`src/rtl/kyber_pkg.sv`:
```
// kyber_pkg: constants and types shared by the k2red arbiter slice.
//   KQ  - Kyber modulus q = 13 * 2^8 + 1
//   K2  - k^2 for k = 13, the scale applied by K-RED-2
//   C_W - width of an unreduced operand
//   R_W - width of a reduced result
//   id_t, ID_A, ID_B - result source tag
package kyber_pkg;

    localparam int unsigned KQ  = 3329;
    localparam int unsigned K2  = 169;
    localparam int unsigned C_W = 24;
    localparam int unsigned R_W = 12;

    typedef logic id_t;

    localparam id_t ID_A = 1'b0;
    localparam id_t ID_B = 1'b1;

endpackage

```
`src/rtl/k2red_arb_if.sv`:
```
// k2red_arb_if: handshake bundle between two operand requesters, the arbiter
// and a downstream result consumer.
//   a_vld/a_rdy/a_c  requester A operand handshake (c is 24-bit unreduced)
//   b_vld/b_rdy/b_c  requester B operand handshake
//   o_vld/o_rdy      result handshake
//   o_cred, o_id     reduced result and its source (0 = A, 1 = B)
//   busy             any pipeline stage holds data
// Modports: slave = the arbiter, master = the environment around it.
interface k2red_arb_if;
    import kyber_pkg::*;

    logic           a_vld;
    logic           a_rdy;
    logic [C_W-1:0] a_c;
    logic           b_vld;
    logic           b_rdy;
    logic [C_W-1:0] b_c;
    logic           o_vld;
    logic           o_rdy;
    logic [R_W-1:0] o_cred;
    id_t            o_id;
    logic           busy;

    modport slave (
        input  a_vld, a_c, b_vld, b_c, o_rdy,
        output a_rdy, b_rdy, o_vld, o_cred, o_id, busy
    );

    modport master (
        output a_vld, a_c, b_vld, b_c, o_rdy,
        input  a_rdy, b_rdy, o_vld, o_cred, o_id, busy
    );

endinterface

```
`src/rtl/k2red.sv`:
```
// k2red: combinational K-RED-2 reduction, cred = (169 * c) mod 3329.
//   c    input  24  unreduced operand, any value
//   cred output 12  fully reduced result in 0..3328
// Since 13 * 2^8 == -1 (mod q), splitting c into bytes c0, c1, c2 gives
// 169*c == 169*c0 - 13*c1 + c2 (mod q). A Barrett step then finishes the
// reduction of the small intermediate.
module k2red
    import kyber_pkg::*;
(
    input  logic [C_W-1:0] c,
    output logic [R_W-1:0] cred
);

    // floor(2^24 / q); quotient estimate is at most one short for inputs < 2^16
    localparam logic [31:0] BAR_M = 32'd5039;

    logic [15:0] p0;
    logic [15:0] p1;
    logic [15:0] sum;
    logic [3:0]  qest;
    logic [15:0] rem;

    always_comb begin
        p0   = 16'(c[7:0]) * 16'(K2);
        p1   = 16'(c[15:8]) * 16'd13;
        // +q keeps the sum non-negative: range 14..46679
        sum  = p0 + 16'(c[23:16]) + 16'(KQ) - p1;
        qest = 4'((32'(sum) * BAR_M) >> 24);
        rem  = sum - 16'(qest) * 16'(KQ);
        cred = (rem >= 16'(KQ)) ? R_W'(rem - 16'(KQ)) : R_W'(rem);
    end

endmodule

```
`src/rtl/k2red_arb.sv`:
```
// k2red_arb: two-requester arbiter feeding a two-stage K-RED-2 pipeline.
//   clk    sole clock, rising edge
//   rst    asynchronous, active-low reset
//   bus    k2red_arb_if.slave: A/B operand handshakes, result handshake, busy
//   a_cnt, b_cnt (only with K2RED_ARB_CNT_EN) saturating per-requester
//          accepted-transfer counters
// RR_EN = 1 selects round-robin arbitration, 0 selects fixed priority (A wins).
// S1 holds the chosen operand, k2red reduces it, S2 holds the result that
// drives o_*. Ready is offered only to the granted requester.
module k2red_arb
    import kyber_pkg::*;
#(
    parameter bit RR_EN = 1'b1
) (
    input  logic           clk,
    input  logic           rst,
    k2red_arb_if.slave     bus
`ifdef K2RED_ARB_CNT_EN
    ,
    output logic [15:0]    a_cnt,
    output logic [15:0]    b_cnt
`endif
);

    logic           s1_vld_q, s1_vld_d;
    logic [C_W-1:0] s1_c_q, s1_c_d;
    id_t            s1_id_q, s1_id_d;
    logic           s2_vld_q, s2_vld_d;
    logic [R_W-1:0] s2_cred_q, s2_cred_d;
    id_t            s2_id_q, s2_id_d;
    id_t            last_q, last_d;

    logic           s2_free;
    logic           s1_take;
    logic           gnt_a, gnt_b;
    logic           rdy_a, rdy_b;
    logic           xfer_a, xfer_b;
    logic [R_W-1:0] cred_red;

    k2red u_k2red (
        .c    (s1_c_q),
        .cred (cred_red)
    );

    // Arbitration and ready generation
    always_comb begin
        s2_free = !s2_vld_q || bus.o_rdy;
        s1_take = !s1_vld_q || s2_free;
        gnt_a   = 1'b0;
        gnt_b   = 1'b0;
        if (RR_EN) begin
            if (bus.a_vld && bus.b_vld) begin
                // contention: serve whoever was not served last
                gnt_a = (last_q == ID_B);
                gnt_b = (last_q == ID_A);
            end else begin
                gnt_a = bus.a_vld;
                gnt_b = bus.b_vld;
            end
        end else begin
            gnt_a = bus.a_vld;
            gnt_b = !bus.a_vld && bus.b_vld;
        end
        // rst gates ready directly so nothing is offered while reset is held
        rdy_a  = rst && s1_take && gnt_a;
        rdy_b  = rst && s1_take && gnt_b;
        xfer_a = bus.a_vld && rdy_a;
        xfer_b = bus.b_vld && rdy_b;
    end

    // Pipeline and pointer next state
    always_comb begin
        s1_vld_d  = s1_vld_q;
        s1_c_d    = s1_c_q;
        s1_id_d   = s1_id_q;
        s2_vld_d  = s2_vld_q;
        s2_cred_d = s2_cred_q;
        s2_id_d   = s2_id_q;
        last_d    = last_q;

        if (s1_take) begin
            s1_vld_d = xfer_a || xfer_b;
        end
        if (xfer_a) begin
            s1_c_d  = bus.a_c;
            s1_id_d = ID_A;
            last_d  = ID_A;
        end else if (xfer_b) begin
            s1_c_d  = bus.b_c;
            s1_id_d = ID_B;
            last_d  = ID_B;
        end

        if (s2_free) begin
            s2_vld_d = s1_vld_q;
            // data only loads with a real operand so an idle S2 stays quiet
            if (s1_vld_q) begin
                s2_cred_d = cred_red;
                s2_id_d   = s1_id_q;
            end
        end
    end

    always_ff @(posedge clk or negedge rst) begin
        if (!rst) begin
            s1_vld_q  <= 1'b0;
            s1_c_q    <= '0;
            s1_id_q   <= ID_A;
            s2_vld_q  <= 1'b0;
            s2_cred_q <= '0;
            s2_id_q   <= ID_A;
            // pretend B was served last so A wins the first contention
            last_q    <= ID_B;
        end else begin
            s1_vld_q  <= s1_vld_d;
            s1_c_q    <= s1_c_d;
            s1_id_q   <= s1_id_d;
            s2_vld_q  <= s2_vld_d;
            s2_cred_q <= s2_cred_d;
            s2_id_q   <= s2_id_d;
            last_q    <= last_d;
        end
    end

    assign bus.a_rdy  = rdy_a;
    assign bus.b_rdy  = rdy_b;
    assign bus.o_vld  = s2_vld_q;
    assign bus.o_cred = s2_cred_q;
    assign bus.o_id   = s2_id_q;
    assign bus.busy   = s1_vld_q || s2_vld_q;

`ifdef K2RED_ARB_CNT_EN
    logic [15:0] a_cnt_q, a_cnt_d;
    logic [15:0] b_cnt_q, b_cnt_d;

    always_comb begin
        a_cnt_d = a_cnt_q;
        b_cnt_d = b_cnt_q;
        if (xfer_a && (a_cnt_q != 16'hFFFF)) begin
            a_cnt_d = a_cnt_q + 16'd1;
        end
        if (xfer_b && (b_cnt_q != 16'hFFFF)) begin
            b_cnt_d = b_cnt_q + 16'd1;
        end
    end

    always_ff @(posedge clk or negedge rst) begin
        if (!rst) begin
            a_cnt_q <= '0;
            b_cnt_q <= '0;
        end else begin
            a_cnt_q <= a_cnt_d;
            b_cnt_q <= b_cnt_d;
        end
    end

    assign a_cnt = a_cnt_q;
    assign b_cnt = b_cnt_q;
`endif

endmodule

```
`src/flat_wrapper.sv`:
```
// flat-port wrapper written by rule: the top's interface ports become plain ports
module k2red_arb_flat import kyber_pkg::*;
#(
    parameter bit RR_EN = 1'b1
)
  (clk, rst, bus_a_vld, bus_a_c, bus_b_vld, bus_b_c, bus_o_rdy, bus_a_rdy, bus_b_rdy, bus_o_vld, bus_o_cred, bus_o_id, bus_busy);
  k2red_arb_if bus_i ();
  input  logic clk;
  input  logic rst;
  input wire logic [$bits(bus_i.a_vld)-1:0] bus_a_vld;
  input wire logic [$bits(bus_i.a_c)-1:0] bus_a_c;
  input wire logic [$bits(bus_i.b_vld)-1:0] bus_b_vld;
  input wire logic [$bits(bus_i.b_c)-1:0] bus_b_c;
  input wire logic [$bits(bus_i.o_rdy)-1:0] bus_o_rdy;
  output wire logic [$bits(bus_i.a_rdy)-1:0] bus_a_rdy;
  output wire logic [$bits(bus_i.b_rdy)-1:0] bus_b_rdy;
  output wire logic [$bits(bus_i.o_vld)-1:0] bus_o_vld;
  output wire logic [$bits(bus_i.o_cred)-1:0] bus_o_cred;
  output wire logic [$bits(bus_i.o_id)-1:0] bus_o_id;
  output wire logic [$bits(bus_i.busy)-1:0] bus_busy;
  assign bus_i.a_vld = bus_a_vld;
  assign bus_i.a_c = bus_a_c;
  assign bus_i.b_vld = bus_b_vld;
  assign bus_i.b_c = bus_b_c;
  assign bus_i.o_rdy = bus_o_rdy;
  assign bus_a_rdy = bus_i.a_rdy;
  assign bus_b_rdy = bus_i.b_rdy;
  assign bus_o_vld = bus_i.o_vld;
  assign bus_o_cred = bus_i.o_cred;
  assign bus_o_id = bus_i.o_id;
  assign bus_busy = bus_i.busy;
  k2red_arb #(.RR_EN(RR_EN)) u_core (.clk(clk), .rst(rst), .bus(bus_i));
endmodule
```
`config.mk`:
```
export PLATFORM = sky130hd
export DESIGN_NAME = k2red_arb_flat
export DESIGN_NICKNAME = d
export VERILOG_FILES = /design/src/rtl/kyber_pkg.sv /design/src/rtl/k2red_arb_if.sv /design/src/rtl/k2red.sv /design/src/rtl/k2red_arb.sv /design/src/flat_wrapper.sv
export SDC_FILE = /design/constraint.sdc
export NUM_CORES = 1
export LEC_CHECK = 0
export ABC_AREA = 1
export CAP_MARGIN = 10
export CORE_MARGIN = 2
export CORE_UTILIZATION = 42
export DETAILED_ROUTE_END_ITERATION = 7
export PLACE_DENSITY = 0.62
export SKIP_LAST_GASP = 1
export SYNTH_ARGS = -nofsm -noshare
export SYNTH_HDL_FRONTEND = slang
export SYNTH_SLANG_ARGS = --single-unit
```
`constraint.sdc`:
```
create_clock -name clk -period 10.4 [get_ports clk]
set_input_delay 2.08 -clock clk [delete_from_list [all_inputs] [get_ports clk]]
set_output_delay 2.08 -clock clk [all_outputs]
set_load 0.005 [all_outputs]
```
==> flow_summary.yaml, run 1 <==
die:
  die_y_um: 156
  die_width_um: 156
  num_io_pins: 70
  core_region_area_um2: 22700
  dieArea_um2: 24400
  rows: 55
  start_util_pct: 42.8
drt:
  wl_per_cell_um: 13.0
  vias: 8610
  drt_pass1_iterations: 5
  post-route-drc-count: 0
  drt-initial-drc-count: 289
  ant_nets: 0
  vias_per_cell: 4.75
  routed_wirelength_um: 23500
final_layout:
  drive_above_1_share_pct: 26.4
  fillCellCount: 2028
  num-nets-final: 1870
  diodes: 0
  area_delta_synth_final_pct: 37.3
synthesis:
  ys_warn_count: 0
  syn-num-nets: 1578
  ys_ff_latch: 41
  synth_area_um2: 9720
  synth.distinct_cells: 44
  async_flop_share_pct: 100
  ys_seq_area_share_pct: 10.6
  synth.area.top_cells: "fa_1 25%, ha_1 22%, inv_1 12%, dfrtp_1 10%, nand2_1 10%"
  synthDominantCellAreaShare_pct: 24.9
  synth_top_area_cell: "fa_1"
  avgSynthCellArea_um2: 7.88
  synth_edf_count: 0
  ys.flop_type: "dfrtp_1"
  synthCells: 1234
sta:
  finalSetupTns_ns: -8.72
  clock_skew_ns: 0.00461
  slew_headroom_pct: 64.4
  setup_viol_count_final: 12
  fmax_mhz: 89.6
  tightestPinTransition_ns: 0.533
  rsz0062_at_grt: "yes"
  slew_violations: 0
  period_share_pct: 107
  setup_ws_ns: -0.764
  hold_viol: 0
  min_period_ns: 11.16
critical_path:
  critPathArrivalTime_ns: 11.34
  crit_type: "register to register"
  r2r_cells: 55
  max_stage_delay_ns: 0.55
  crit_path_end_kind: "register"
  critPathLaunchType: "register"
  crit_slowest_cell: "fa_1"
  worst-endpoint-required_ns: 10.57
  crit_path_max_fanout: 6
grt:
  grt_use_total_pct: 19.8
  antenna_found_initial: 0
  gr-total-overflow: 0
  grt_pass1_wl_um: 39400
  grt_pass1_vias: 8541
  grt_max_degree: 49
clocking:
  insertion_delay_ns: 0.28
  clk_pin_slew_worst_paths_ns: 0.06
  cts.path.max_buffers: 2
  cts_tree: "done"
  clock_sinks: 41
  htree_num_levels: 2
  clock-root-buffer: "clkbuf_16"
  cts_hold_buf: 0
  cts_buffers: 5
hold_path:
  hold_depth: 2
  hold_class: "register to register"
run_status:
  violations: "negative setup slack"
  outcome: "finished, violations left"
job:
  maxCapViolCount: 0
placement:
  gp_congestion: 0.884
  pre_cts_ws_ns: -0.898
  place_hpwl_um: 20300
  port_buffers: 69
==> cells in the final DEF (no fill, tap or decap), drive strengths merged <==
| cell type | n |
|---|---|
| inv | 328 |
| nand2 | 277 |
| buf | 229 |
| ha | 170 |
| fa | 121 |
| clkdlybuf4s50 | 68 |
| nor2 | 58 |
| nand3 | 52 |
| dfrtp | 40 |
| o21ai | 38 |
| a21oi | 37 |
| mux2i | 24 |
| nand4 | 20 |
| xor2 | 20 |
| a21o | 6 |
| or2 | 6 |
| clkbuf | 6 |
| nor3 | 5 |
| nand3b | 3 |
| clkinv | 2 |
| nor4 | 2 |
| o21bai | 2 |
| xnor2 | 2 |
| o21ba | 1 |
| o211ai | 1 |
| o31a | 1 |
| a31o | 1 |
| a41oi | 1 |
| nor3b | 1 |
| a211o | 1 |
| o21a | 1 |
| a2111oi | 1 |
| and3 | 1 |
| dfstp | 1 |
==> path summary, 6_finish.rpt <==
check / startpoint / end / slack (ns)
worst max-delay path: u_core.s1_c_q[12]$_DFFE_PN0P_ / u_core.bus.o_cred[7]$_DFFE_PN0P_ / -0.76
worst min-delay path: u_core.last_q$_DFFE_PN1P_ / u_core.last_q$_DFFE_PN1P_ / 0.47
worst max register to register: u_core.s1_c_q[12]$_DFFE_PN0P_ / u_core.bus.o_cred[7]$_DFFE_PN0P_ / -0.76
worst min register to register: u_core.last_q$_DFFE_PN1P_ / u_core.last_q$_DFFE_PN1P_ / 0.47
max in group asynchronous: rst / u_core.s1_c_q[0]$_DFFE_PN0P_ / 8.17
min in group asynchronous: rst / u_core.bus.o_cred[7]$_DFFE_PN0P_ / 1.85
==> registers in the layout, indices dropped and copies added (netlist names) <==
name,count
u_core.s1_c_q,24
u_core.s1_id_q,1
u_core.bus.o_cred,12
u_core.s1_vld_q,1
u_core.bus.o_id,1
u_core.last_q,1
u_core.bus.o_vld,1
==> per-layer routing <==
metal / vias up / global-route usage (%) / part of all wire, %
met2: 110 / 34.7 / 50
li1: 4369 / - / -
met4: 0 / 0.961 / 0.51
met3: 10 / 1.97 / 2.6
met1: 4121 / 27.9 / 47
met5: - / 0 / 0
==> final cells by class <==
type	instances	area [um^2]	share of cell area [%]
multi-input cells	853	8150	61.0
well taps	285	357	2.67
inverters	328	1230	9.22
flip-flops and latches	41	1030	7.69
clock buffers	6	129	0.965
clock inverters	2	10.0	0.0750
repair buffers	297	2450	18.3
==> worst max-delay path: cells and delay by family, from the launching register on <==
family | cells | cell delay, ns
simple gates | 20 | 1.98
compound gates | 6 | 1.31
xor+xnor | 2 | 0.49
flops | 1 | 0.42
buf+inv | 11 | 0.62
fa+ha+maj | 16 | 6.22
==> through the flow <==
step | cell area [um^2] | cells | hold WS (ns) | utilization, %
after CTS | 13000 | 1808 | 0.473 | 57.2
after global placement | 12600 | 1790 | 0.462 | 55.7
final | 13400 | 1812 | 0.472 | 58.8
after floorplan | 10000 | 1234 | 0.449 | -
after detailed placement | 12600 | 1790 | 0.464 | 55.7
after global routing | 13400 | 1812 | 0.491 | 58.8
==> cell families after synthesis <==
family,share of synthesized area [%]
AOI/OAI and AO/OA,5.26
xor gates and xnor gates,2.14
adders and majority gates,46.8
buffers and inverters,13.5
DFF,10.6
muxes,2.47
and+or+nand+nor,19.3
==> synth_stat cells (all sizes together), types with 2 or more instances <==
library cell / count
buf: 7
ha: 170
a21o: 6
clkbuf: 6
nor2: 58
nand4: 20
xnor2: 2
xor2: 20
nor4: 2
nand2: 277
inv: 328
or2: 6
nand3b: 3
a21oi: 37
fa: 121
nor3: 5
nand3: 51
o21bai: 2
o21ai: 38
mux2i: 24
dfrtp: 40
==> what timing repair did <==
item / CTS / global route
gates resized for setup: 25 / 63
cloned: 1 / 0
setup endpoints to repair: 12 / 12
buffers inserted: 9 / 6
pin swaps: 29 / 64
Power of run 1 is not shown: default switching activity piles up to over one toggle a cycle in this logic, so the estimate is an artifact.
==> inputs of run 2 (changes only) <==
--- a/config.mk
+++ b/config.mk
@@ -10,8 +10,9 @@
 export CORE_MARGIN = 2
 export CORE_UTILIZATION = 42
 export DETAILED_ROUTE_END_ITERATION = 7
-export PLACE_DENSITY = 0.62
+export PLACE_DENSITY = 0.61
 export SKIP_LAST_GASP = 1
 export SYNTH_ARGS = -nofsm -noshare
 export SYNTH_HDL_FRONTEND = slang
+export SYNTH_HIERARCHICAL = 1
 export SYNTH_SLANG_ARGS = --single-unit
==> flow_summary.yaml, run 2 <==
run_status:
  outcome: "finished, violations left"
  violations: "negative setup slack"
synthesis:
  synth_most_common_cell: "inv_1"
  synth_common_cells: "364 x inv_1, 238 x nand2_1, 170 x ha_1"
  async_flop_share_pct: 100
  synth_top_area_cell: "fa_1"
  synth.distinct_cells: 44
  synth_edf_count: 0
  synthDominantCellAreaShare_pct: 24.1
  synth_area_um2: 10100
  avgSynthCellArea_um2: 7.78
  synthCells: 1292
  ys.flop_type: "dfrtp_1"
  syn-num-nets: 1636
  ys_warn_count: 6
  ys_seq_area_share_pct: 10.2
  synth.area.top_cells: "fa_1 24%, ha_1 21%, inv_1 14%, dfrtp_1 10%, nand2_1 8.9%"
  ys_ff_latch: 41
final_layout:
  diodes: 0
  regMostFlops: "u_core/s1_c_q"
  register_area_um2: 1030
  largest_reg_flops: 24
  multi_input_area_um2: 8490
  area_delta_synth_final_pct: 37.0
  drive_above_1_share_pct: 27.3
  final_cell_mix: "338 x inv_1, 204 x buf_4, 203 x nand2_1"
  num-nets-final: 1905
  mostFrequentLayoutCell: "inv_1"
  fillCellCount: 2125
sta:
  setup_ws_ns: -0.499
  tightestPinTransition_ns: 1.07
  clock_skew_ns: 0.00838
  hold_viol: 0
  slew_headroom_pct: 28.9
  min_period_ns: 10.90
  whs_ns: 0.497
  fmax_mhz: 91.8
  slew_violations: 0
  rsz0062_at_grt: "yes"
  period_share_pct: 105
  setup_viol_count_final: 12
critical_path:
  r2r_cells: 52
  max_stage_delay_ns: 0.53
  rrSetupSlack_ns: -0.50
  crit_path_end_kind: "register"
  crit_type: "register to register"
  crit_path_max_fanout: 6
  crit_slowest_cell: "fa_1"
  r2r_start: "u_core/s1_c_q[9]$_DFFE_PN0P_"
  critPathLaunchType: "register"
  rr_endpoint: "u_core/bus.o_cred[7]$_DFFE_PN0P_"
  critPathArrivalTime_ns: 11.07
  worst-endpoint-required_ns: 10.57
  cp_common_cell: "fa_1"
drt:
  vias: 8850
  routed_wirelength_um: 24200
  drt-initial-drc-count: 265
  post-route-drc-count: 0
  vias_per_cell: 4.70
  wl_per_cell_um: 12.9
  drt_pass1_iterations: 5
  ant_nets: 0
grt:
  grt_max_degree: 52
  antenna_found_initial: 0
  grt_use_total_pct: 19.7
  grt_pass1_vias: 8650
  gr-total-overflow: 0
  grt_pass1_wl_um: 40100
placement:
  port_buffers: 69
  gp_congestion: 0.866
  place_hpwl_um: 20400
clocking:
  clk_pin_slew_worst_paths_ns: 0.06
  clock_sinks: 41
  insertion_delay_ns: 0.28
  clock-root-buffer: "clkbuf_16"
  cts_buffers: 5
  cts_hold_buf: 0
  htree_num_levels: 2
  cts_tree: "done"
  cts.path.max_buffers: 2
hold_path:
  hold_depth: 2
  hold_start: "u_core/last_q$_DFFE_PN1P_"
  hold_class: "register to register"
  whs_endpoint: "u_core/last_q$_DFFE_PN1P_"
die:
  dieArea_um2: 25200
  start_util_pct: 42.8
  num_io_pins: 70
  core_region_area_um2: 23500
  rows: 56
  die_width_um: 159
  die_y_um: 159
job:
  maxCapViolCount: 0
==> run 2: per-stage QoR <==
stage	util (%)	instance area (um^2)	setup slack [ns]	cells	setup TNS (ns)
floorplan	-	10400	-0.322	1292	-3.61
CTS	57.2	13400	-0.539	1868	-6.16
global route	58.7	13800	-1.01	1881	-11.70
global placement	54.3	12700	-0.887	1841	-10.46
finish	58.7	13800	-0.499	1881	-5.78
detailed placement	54.3	12700	-1.14	1841	-13.45
==> run 2: critical path: cells and delay by family (launching register included) <==
family,cells,cell delay (ns)
DFF,1,0.44
muxes,1,0.25
AOI/OAI and AO/OA,6,1.08
adders and majority gates,15,5.85
buffers and inverters,11,0.93
and+or+nand+nor,17,1.70
xor gates and xnor gates,2,0.52
==> run 2: layout make-up <==
class	instances	area share, %
Clock inverter	1	0.0545
Sequential cell	41	7.49
Clock buffer	7	0.963
Multi-Input combinational cell	863	61.6
Tap cell	319	2.90
Inverter	368	10.1
Timing Repair Buffer	282	16.9
==> run 2: cell families (layout without fill, tap and decap cells) <==
kind of cell,Yosys count,after routing,share of synthesized area (%)
AND/OR/NAND/NOR,457,458,20.8
buffers and inverters,389,658,15.3
adder cells (fa/ha/maj),291,291,45.3
AO/OA/AOI/OAI,71,71,4.05
flip-flops,41,41,10.2
XOR/XNOR,31,31,2.96
multiplexers,12,12,1.34
==> run 2: timing repair <==
| action | 4_1_cts | 5_1_grt |
|---|---|---|
| setup endpoints to repair | 12 | 12 |
| pin swaps | 83 | 42 |
| gates resized for setup | 78 | 50 |
| buffers inserted | 19 | 14 |
| gates cloned | 1 | 0 |
==> run 2: worst max path at each step <==
stage / startpoint / endpoint / slack [ns]
after CTS: u_core/s1_c_q[9]$_DFFE_PN0P_ / u_core/bus.o_cred[7]$_DFFE_PN0P_ / -0.54
after detailed placement: u_core/s1_c_q[9]$_DFFE_PN0P_ / u_core/bus.o_cred[11]$_DFFE_PN0P_ / -1.14
after floorplan: u_core/s1_c_q[12]$_DFFE_PN0P_ / u_core/bus.o_cred[3]$_DFFE_PN0P_ / -0.32
final: u_core/s1_c_q[9]$_DFFE_PN0P_ / u_core/bus.o_cred[7]$_DFFE_PN0P_ / -0.50
after global placement: u_core/s1_c_q[14]$_DFFE_PN0P_ / u_core/bus.o_cred[11]$_DFFE_PN0P_ / -0.89
after global routing: u_core/s1_c_q[9]$_DFFE_PN0P_ / u_core/bus.o_cred[8]$_DFFE_PN0P_ / -1.01
==> run 2: per-layer routing <==
layer / track usage, % / routed length [um]
met5: 0 / 0
met4: 1.89 / 188
met3: 1.88 / 584
met2: 35.4 / 12300
met1: 26.8 / 11200
Power of run 2 is left out for the same reason.
